`src/rtl/dshot_frame_rx.sv`:
```
// DShot frame receiver: synchronises the raw pin, decodes pulse widths into bits,
// assembles 16-bit frames, checks the CRC, and drives speed/throttle and failsafe.
module dshot_frame_rx #(
    parameter int unsigned T_MIN           = 6,
    parameter int unsigned T_THRESH        = 30,
    parameter int unsigned T_MAX           = 64,
    parameter int unsigned GAP_CYCLES      = 106,
    parameter int unsigned FAILSAFE_CYCLES = 1600000
) (
    input  logic        clk,
    input  logic        rst_n,
    input  logic        dshot_in,
    output logic [7:0]  speed,
    output logic [10:0] throttle,
    output logic        telem_req,
    output logic        frame_valid,
    output logic        cmd_valid,
    output logic        crc_err,
    output logic        frame_err,
    output logic        failsafe
);

    localparam int unsigned HW = $clog2(T_MAX + 2);
    localparam int unsigned LW = $clog2(GAP_CYCLES + 1);
    localparam int unsigned FW = $clog2(FAILSAFE_CYCLES + 1);

    localparam logic [2:0] S_IDLE     = 3'd0;
    localparam logic [2:0] S_HIGH     = 3'd1;
    localparam logic [2:0] S_LOW      = 3'd2;
    localparam logic [2:0] S_WAIT_LOW = 3'd3;
    localparam logic [2:0] S_CHECK    = 3'd4;

    // sync_q[1] is the synchronised line, sync_q[2] its previous value for edge detect
    logic [2:0]    sync_q;
    logic          line;
    logic          rise;
    logic          fall;

    logic [2:0]    state,    state_d;
    logic [HW-1:0] high_cnt, high_cnt_d;
    logic [LW-1:0] low_cnt,  low_cnt_d;
    logic [4:0]    bit_cnt,  bit_cnt_d;
    logic [15:0]   shift,    shift_d;
    logic [FW-1:0] fs_cnt,   fs_cnt_d;

    logic [7:0]    speed_d;
    logic [10:0]   throttle_d;
    logic          telem_d;
    logic          frame_valid_d;
    logic          cmd_valid_d;
    logic          crc_err_d;
    logic          frame_err_d;
    logic          failsafe_d;

    logic [11:0]   crc_v;
    logic [3:0]    crc_c;
    logic [10:0]   thr_c;
    logic [LW-1:0] low_inc;

    assign line    = sync_q[1];
    assign rise    = sync_q[1] & ~sync_q[2];
    assign fall    = ~sync_q[1] & sync_q[2];
    assign crc_v   = shift[15:4];
    assign crc_c   = crc_v[3:0] ^ crc_v[7:4] ^ crc_v[11:8];
    assign thr_c   = shift[15:5];
    assign low_inc = low_cnt + 1'b1;

    // Next-state, counters and registered-output values
    always_comb begin
        state_d       = state;
        high_cnt_d    = high_cnt;
        low_cnt_d     = low_cnt;
        bit_cnt_d     = bit_cnt;
        shift_d       = shift;
        speed_d       = speed;
        throttle_d    = throttle;
        telem_d       = telem_req;
        frame_valid_d = 1'b0;
        cmd_valid_d   = 1'b0;
        crc_err_d     = 1'b0;
        frame_err_d   = 1'b0;
        failsafe_d    = failsafe;
        fs_cnt_d      = fs_cnt;

        case (state)
            S_IDLE: begin
                if (rise) begin
                    state_d    = S_HIGH;
                    high_cnt_d = '0;
                    bit_cnt_d  = '0;
                    shift_d    = '0;
                end
            end
            S_HIGH: begin
                if (high_cnt != HW'(T_MAX + 1)) high_cnt_d = high_cnt + 1'b1;
                if (fall) begin
                    if (high_cnt < HW'(T_MIN)) begin
                        frame_err_d = 1'b1;
                        state_d     = S_IDLE;
                    end else begin
                        shift_d   = {shift[14:0], (high_cnt >= HW'(T_THRESH))};
                        bit_cnt_d = bit_cnt + 5'd1;
                        low_cnt_d = '0;
                        state_d   = (bit_cnt == 5'd15) ? S_CHECK : S_LOW;
                    end
                end else if (high_cnt > HW'(T_MAX)) begin
                    frame_err_d = 1'b1;
                    low_cnt_d   = '0;
                    state_d     = S_WAIT_LOW;
                end
            end
            S_LOW: begin
                low_cnt_d = low_inc;
                if (rise) begin
                    high_cnt_d = '0;
                    state_d    = S_HIGH;
                end else if (low_inc == LW'(GAP_CYCLES)) begin
                    frame_err_d = 1'b1;
                    state_d     = S_IDLE;
                end
            end
            S_WAIT_LOW: begin
                // Swallow the rest of a corrupted frame until a full gap is seen
                if (line) begin
                    low_cnt_d = '0;
                end else if (low_inc == LW'(GAP_CYCLES)) begin
                    state_d = S_IDLE;
                end else begin
                    low_cnt_d = low_inc;
                end
            end
            S_CHECK: begin
                state_d = S_IDLE;
            end
            default: begin
                state_d = S_IDLE;
            end
        endcase

        if (fs_cnt != FW'(FAILSAFE_CYCLES)) fs_cnt_d = fs_cnt + 1'b1;
        if (fs_cnt_d == FW'(FAILSAFE_CYCLES)) begin
            failsafe_d = 1'b1;
            speed_d    = 8'd0;
        end

        // A good frame overrides a simultaneous failsafe expiry
        if (state == S_CHECK) begin
            if (crc_c == shift[3:0]) begin
                frame_valid_d = 1'b1;
                fs_cnt_d      = '0;
                failsafe_d    = 1'b0;
                throttle_d    = thr_c;
                telem_d       = shift[4];
                if (thr_c == 11'd0) begin
                    speed_d = 8'd0;
                end else if (thr_c < 11'd48) begin
                    cmd_valid_d = 1'b1;
                    speed_d     = speed;
                end else begin
                    speed_d = thr_c[10:3];
                end
            end else begin
                crc_err_d = 1'b1;
            end
        end
    end

    // State, counters and outputs
    always_ff @(posedge clk or negedge rst_n) begin
        if (!rst_n) begin
            sync_q      <= '0;
            state       <= S_IDLE;
            high_cnt    <= '0;
            low_cnt     <= '0;
            bit_cnt     <= '0;
            shift       <= '0;
            fs_cnt      <= '0;
            speed       <= '0;
            throttle    <= '0;
            telem_req   <= 1'b0;
            frame_valid <= 1'b0;
            cmd_valid   <= 1'b0;
            crc_err     <= 1'b0;
            frame_err   <= 1'b0;
            failsafe    <= 1'b1;
        end else begin
            sync_q      <= {sync_q[1:0], dshot_in};
            state       <= state_d;
            high_cnt    <= high_cnt_d;
            low_cnt     <= low_cnt_d;
            bit_cnt     <= bit_cnt_d;
            shift       <= shift_d;
            fs_cnt      <= fs_cnt_d;
            speed       <= speed_d;
            throttle    <= throttle_d;
            telem_req   <= telem_d;
            frame_valid <= frame_valid_d;
            cmd_valid   <= cmd_valid_d;
            crc_err     <= crc_err_d;
            frame_err   <= frame_err_d;
            failsafe    <= failsafe_d;
        end
    end

endmodule

```
`config.mk`:
```
export PLATFORM = sky130hd
export DESIGN_NAME = dshot_frame_rx
export DESIGN_NICKNAME = d
export VERILOG_FILES = /design/src/rtl/dshot_frame_rx.sv
export SDC_FILE = /design/constraint.sdc
export NUM_CORES = 1
export LEC_CHECK = 0
export BUFFER_PORTS_ARGS = -buffer_cell sky130_fd_sc_hd__buf_2
export CAP_MARGIN = 20
export CELL_PAD_IN_SITES_DETAIL_PLACEMENT = 1
export CELL_PAD_IN_SITES_GLOBAL_PLACEMENT = 1
export CORE_ASPECT_RATIO = 0.75
export CORE_UTILIZATION = 48
export DETAILED_ROUTE_END_ITERATION = 10
export PLACE_DENSITY_LB_ADDON = 0.1
export SYNTH_ARGS = -nofsm -noshare
export SYNTH_HDL_FRONTEND = slang
export SYNTH_SLANG_ARGS = --single-unit
```
`constraint.sdc`:
```
create_clock -name clk -period 3.7 [get_ports clk]
set_clock_uncertainty 0.15 [all_clocks]
set_input_delay 0.74 -clock clk [delete_from_list [all_inputs] [get_ports clk]]
set_output_delay 0.74 -clock clk [all_outputs]
set_load 0.05 [all_outputs]
```
==> impl_metrics.sql <==
INSERT INTO impl_metrics (metric_group, metric, value, unit) VALUES
('setup_path', 'cp-start-kind', 'flip-flop', ''),
('yosys', 'post-synth-top-area-cell', 'dfrtp_1', ''),
('clock_network', 'clock_buffers_created_by_tritoncts', '9', ''),
('die', 'io_pins', '28', ''),
('yosys', 'netlist.area_leader.share', '0.485', ''),
('detailed_routing', 'via_per_inst', '5.88', ''),
('clock_network', 'ctsHoldBuffers', '0', ''),
('detailed_routing', 'drt-initial-drc-count', '163', ''),
('status', 'run_status', 'completed', ''),
('detailed_routing', 'drt-pass1-iter-count', '4', ''),
('die', 'die_area', '9640', 'sq um'),
('placed_design', 'finalWeightedCongestion', '0.820', ''),
('final_layout', 'final-seq-area', '2180', 'sq um'),
('timing', 'totalNegativeSetupSlack', '0', 'ps'),
('final_layout', 'multi_input_comb_area', '2110', 'sq um'),
('setup_path', 'crit_path_top_delay_cell', 'or4_4', ''),
('placed_design', 'dpl_worst_slack', '628', 'ps'),
('detailed_routing', 'wl_per_cell', '18.2', 'um'),
('grt', 'grt_max_degree', '49', ''),
('setup_path', 'cp_num_buf_inv', '0', ''),
('yosys', 'postSynthNetCount', '449', ''),
('yosys', 'yosysUniqueCellTypes', '55', ''),
('clock_network', 'clock_sinks', '87', ''),
('timing', 'final_max_slew_viol_count', '0', ''),
('timing', 'min_period_over_period', '0.833', ''),
('yosys', 'dominantRegCellSynth', 'dfrtp_1', ''),
('die', 'core_area', '8710', 'sq um'),
('yosys', 'yosys.cell_count.top_type', 'dfrtp_1', ''),
('setup_path', 'worstPathArrival', '3150', 'ps'),
('final_layout', 'nFillCells', '960', ''),
('yosys', 'yosys_register_bits', '87', ''),
('timing', 'report.final.hold_viol_count', '0', ''),
('setup_path', 'cp-end-kind', 'flip-flop', ''),
('power', 'peakVddDrop', '307', 'uV'),
('yosys', 'ys.warnings.count', '0', ''),
('timing', 'final.min_clock_period', '3080', 'ps'),
('yosys', 'proportion_of_register_bits_with_asynchronous_set_or_reset_after_synthesis', '1.00', ''),
('detailed_routing', 'post-route-drc-count', '0', ''),
('clock_network', 'cts_post_setup_buffers_inserted', '0', ''),
('setup_path', 'crit_path_max_incr_delay', '520', 'ps'),
('detailed_routing', 'antenna_violating_nets_post_route', '0', ''),
('yosys', 'mappedNetlistArea', '4440', 'sq um'),
('setup_path', 'path_max_fanout', '8', ''),
('yosys', 'post_synth_inst_count', '438', ''),
('timing', 'fin_ws', '619', 'ps'),
('timing', 'final-setup-viol-count', '0', ''),
('timing', 'rsz0062_at_grt', 'no', ''),
('grt', 'vias_in_the_first_global_route', '3503', ''),
('hold_path', 'hold_class', 'flip-flop to flip-flop', ''),
('die', 'rows', '29', ''),
('timing', 'fmaxAchievable', '0.325', 'GHz'),
('yosys', 'number_of_enable_type_register_cells_in_the_synthesized_netlist', '0', ''),
('yosys', 'dominant_cells_by_area_after_synthesis', 'dfrtp_1, xnor2_1, nor2_1', ''),
('die', 'floorplan.die.height', '85.3', 'um'),
('die', 'chipWidth', '113', 'um'),
('yosys', 'avgSynthCellArea', '10.1', 'sq um'),
('clock_network', 'clkSlewWorstSetupHoldPaths', '70', 'ps'),
('placed_design', 'dp.final_hpwl', '7100', 'um'),
('setup_path', 'crit_family', 'simple AND/OR/NAND/NOR gates', ''),
('clock_network', 'cts_max_level', '3', ''),
('setup_path', 'critical_path_cell_list', 'ha_1 > nand3_1 > or4_4 > nor3_1 > xnor2_1 > nor3b_4 > a41oi_4 > a22o_1', ''),
('grt', 'globalRoute.totalOverflow', '0', ''),
('final_layout', 'proportion_of_layout_cells_with_a_drive_suffix_above_1', '0.166', ''),
('placed_design', 'placement.io_buffers', '27', ''),
('grt', 'antenna_violations_before_repair', '0', ''),
('power', 'p_per_area', '485', 'nW/um^2'),
('grt', 'wire_length_of_the_first_global_routing_pass', '18300', 'um'),
('final_layout', 'areaGrowthSynthToFinish', '12.1', '%'),
('final_layout', 'fin_util', '0.571', ''),
('die', 'start_util', '0.509', ''),
('yosys', 'post_synth_most_frequent_cells', 'dfrtp_1, nor2_1, nand2_1', '');
[sequential cells by signal, indices dropped and copies added (netlist names), 3 cells and up]
name and cells:
bit_cnt 5, state 3, speed 8, fs_cnt 21
low_cnt 7, high_cnt 7, shift 16, sync_q 3
throttle 11
[layout by cell type (no fill, tap or decap), types with 4 or more instances in the layout]
cell type,instances
dfrtp_1,86
nor2_1,49
nand2_1,34
buf_2,26
xnor2_1,25
a22o_1,20
o21ai_0,19
inv_1,16
nand3_1,13
xor2_1,13
a21oi_1,13
mux2_2,12
nor3_1,9
clkbuf_16,9
nand4_1,8
ha_1,8
nor4_1,6
mux2i_1,6
nand2b_1,5
and2_1,5
and3_1,5
or3_1,5
a22o_2,5
buf_4,5
nor2b_1,4
nor3b_1,4
a31oi_1,4
o31ai_1,4
[stage by stage]
stage	total power (W)	area, sq um	std cells
2_1_floorplan	0.00137	4440	438
3_3_place_gp	0.00146	4660	556
3_5_place_dp	0.00148	4660	556
4_1_cts	0.00243	4970	572
5_1_grt	0.00253	4970	572
6_report	0.00241	4970	572
[final timing paths]
check	startpoint	endpoint	slack, ps	depth (start not counted)
max in group asynchronous	rst_n	low_cnt[2]	2360	2
worst min register to register	sync_q[0]	sync_q[1]	220	0
min in group asynchronous	rst_n	low_cnt[4]	270	1
worst min-delay path	sync_q[0]	sync_q[1]	220	0
worst max-delay path	fs_cnt[1]	speed[2]	620	8
worst max register to register	fs_cnt[1]	speed[2]	620	8
[kinds of logic (layout without fill, tap and decap cells)]
| group | after synthesis | in the layout | share of synthesized area |
|---|---|---|---|
| AOI/OAI and AO/OA | 83 | 83 | 0.136 |
| muxes | 18 | 18 | 0.0440 |
| DFF | 87 | 87 | 0.491 |
| xor gates and xnor gates | 38 | 38 | 0.0750 |
| and+or+nand+nor | 167 | 167 | 0.199 |
| buffers and inverters | 37 | 63 | 0.0324 |
| adders and majority gates | 8 | 8 | 0.0226 |
[power breakdown]
| group | internal (W) | switching, W | total, W |
|---|---|---|---|
| Sequential | 0.00100 | 0.0000972 | 0.00110 |
| Combinational | 0.000130 | 0.000229 | 0.000359 |
| Clock | 0.000565 | 0.000386 | 0.000951 |
| Total | 0.00170 | 0.000712 | 0.00241 |
[final cells by class]
cell class / instances / area share
Sequential cell: 87 / 0.438
Clock inverter: 5 / 0.0128
Tap cell: 108 / 0.0272
Clock buffer: 11 / 0.0508
Inverter: 16 / 0.0121
Multi-Input combinational cell: 314 / 0.425
Timing Repair Buffer: 31 / 0.0337
[routing by layer]
layer / global-route usage / routed length [um]
met3: 0.0421 / 196
met2: 0.382 / 4970
met5: 0 / 0
met1: 0.345 / 5120
met4: 0.0610 / 113
No activity file was read; power rests on OpenSTA's default activity.
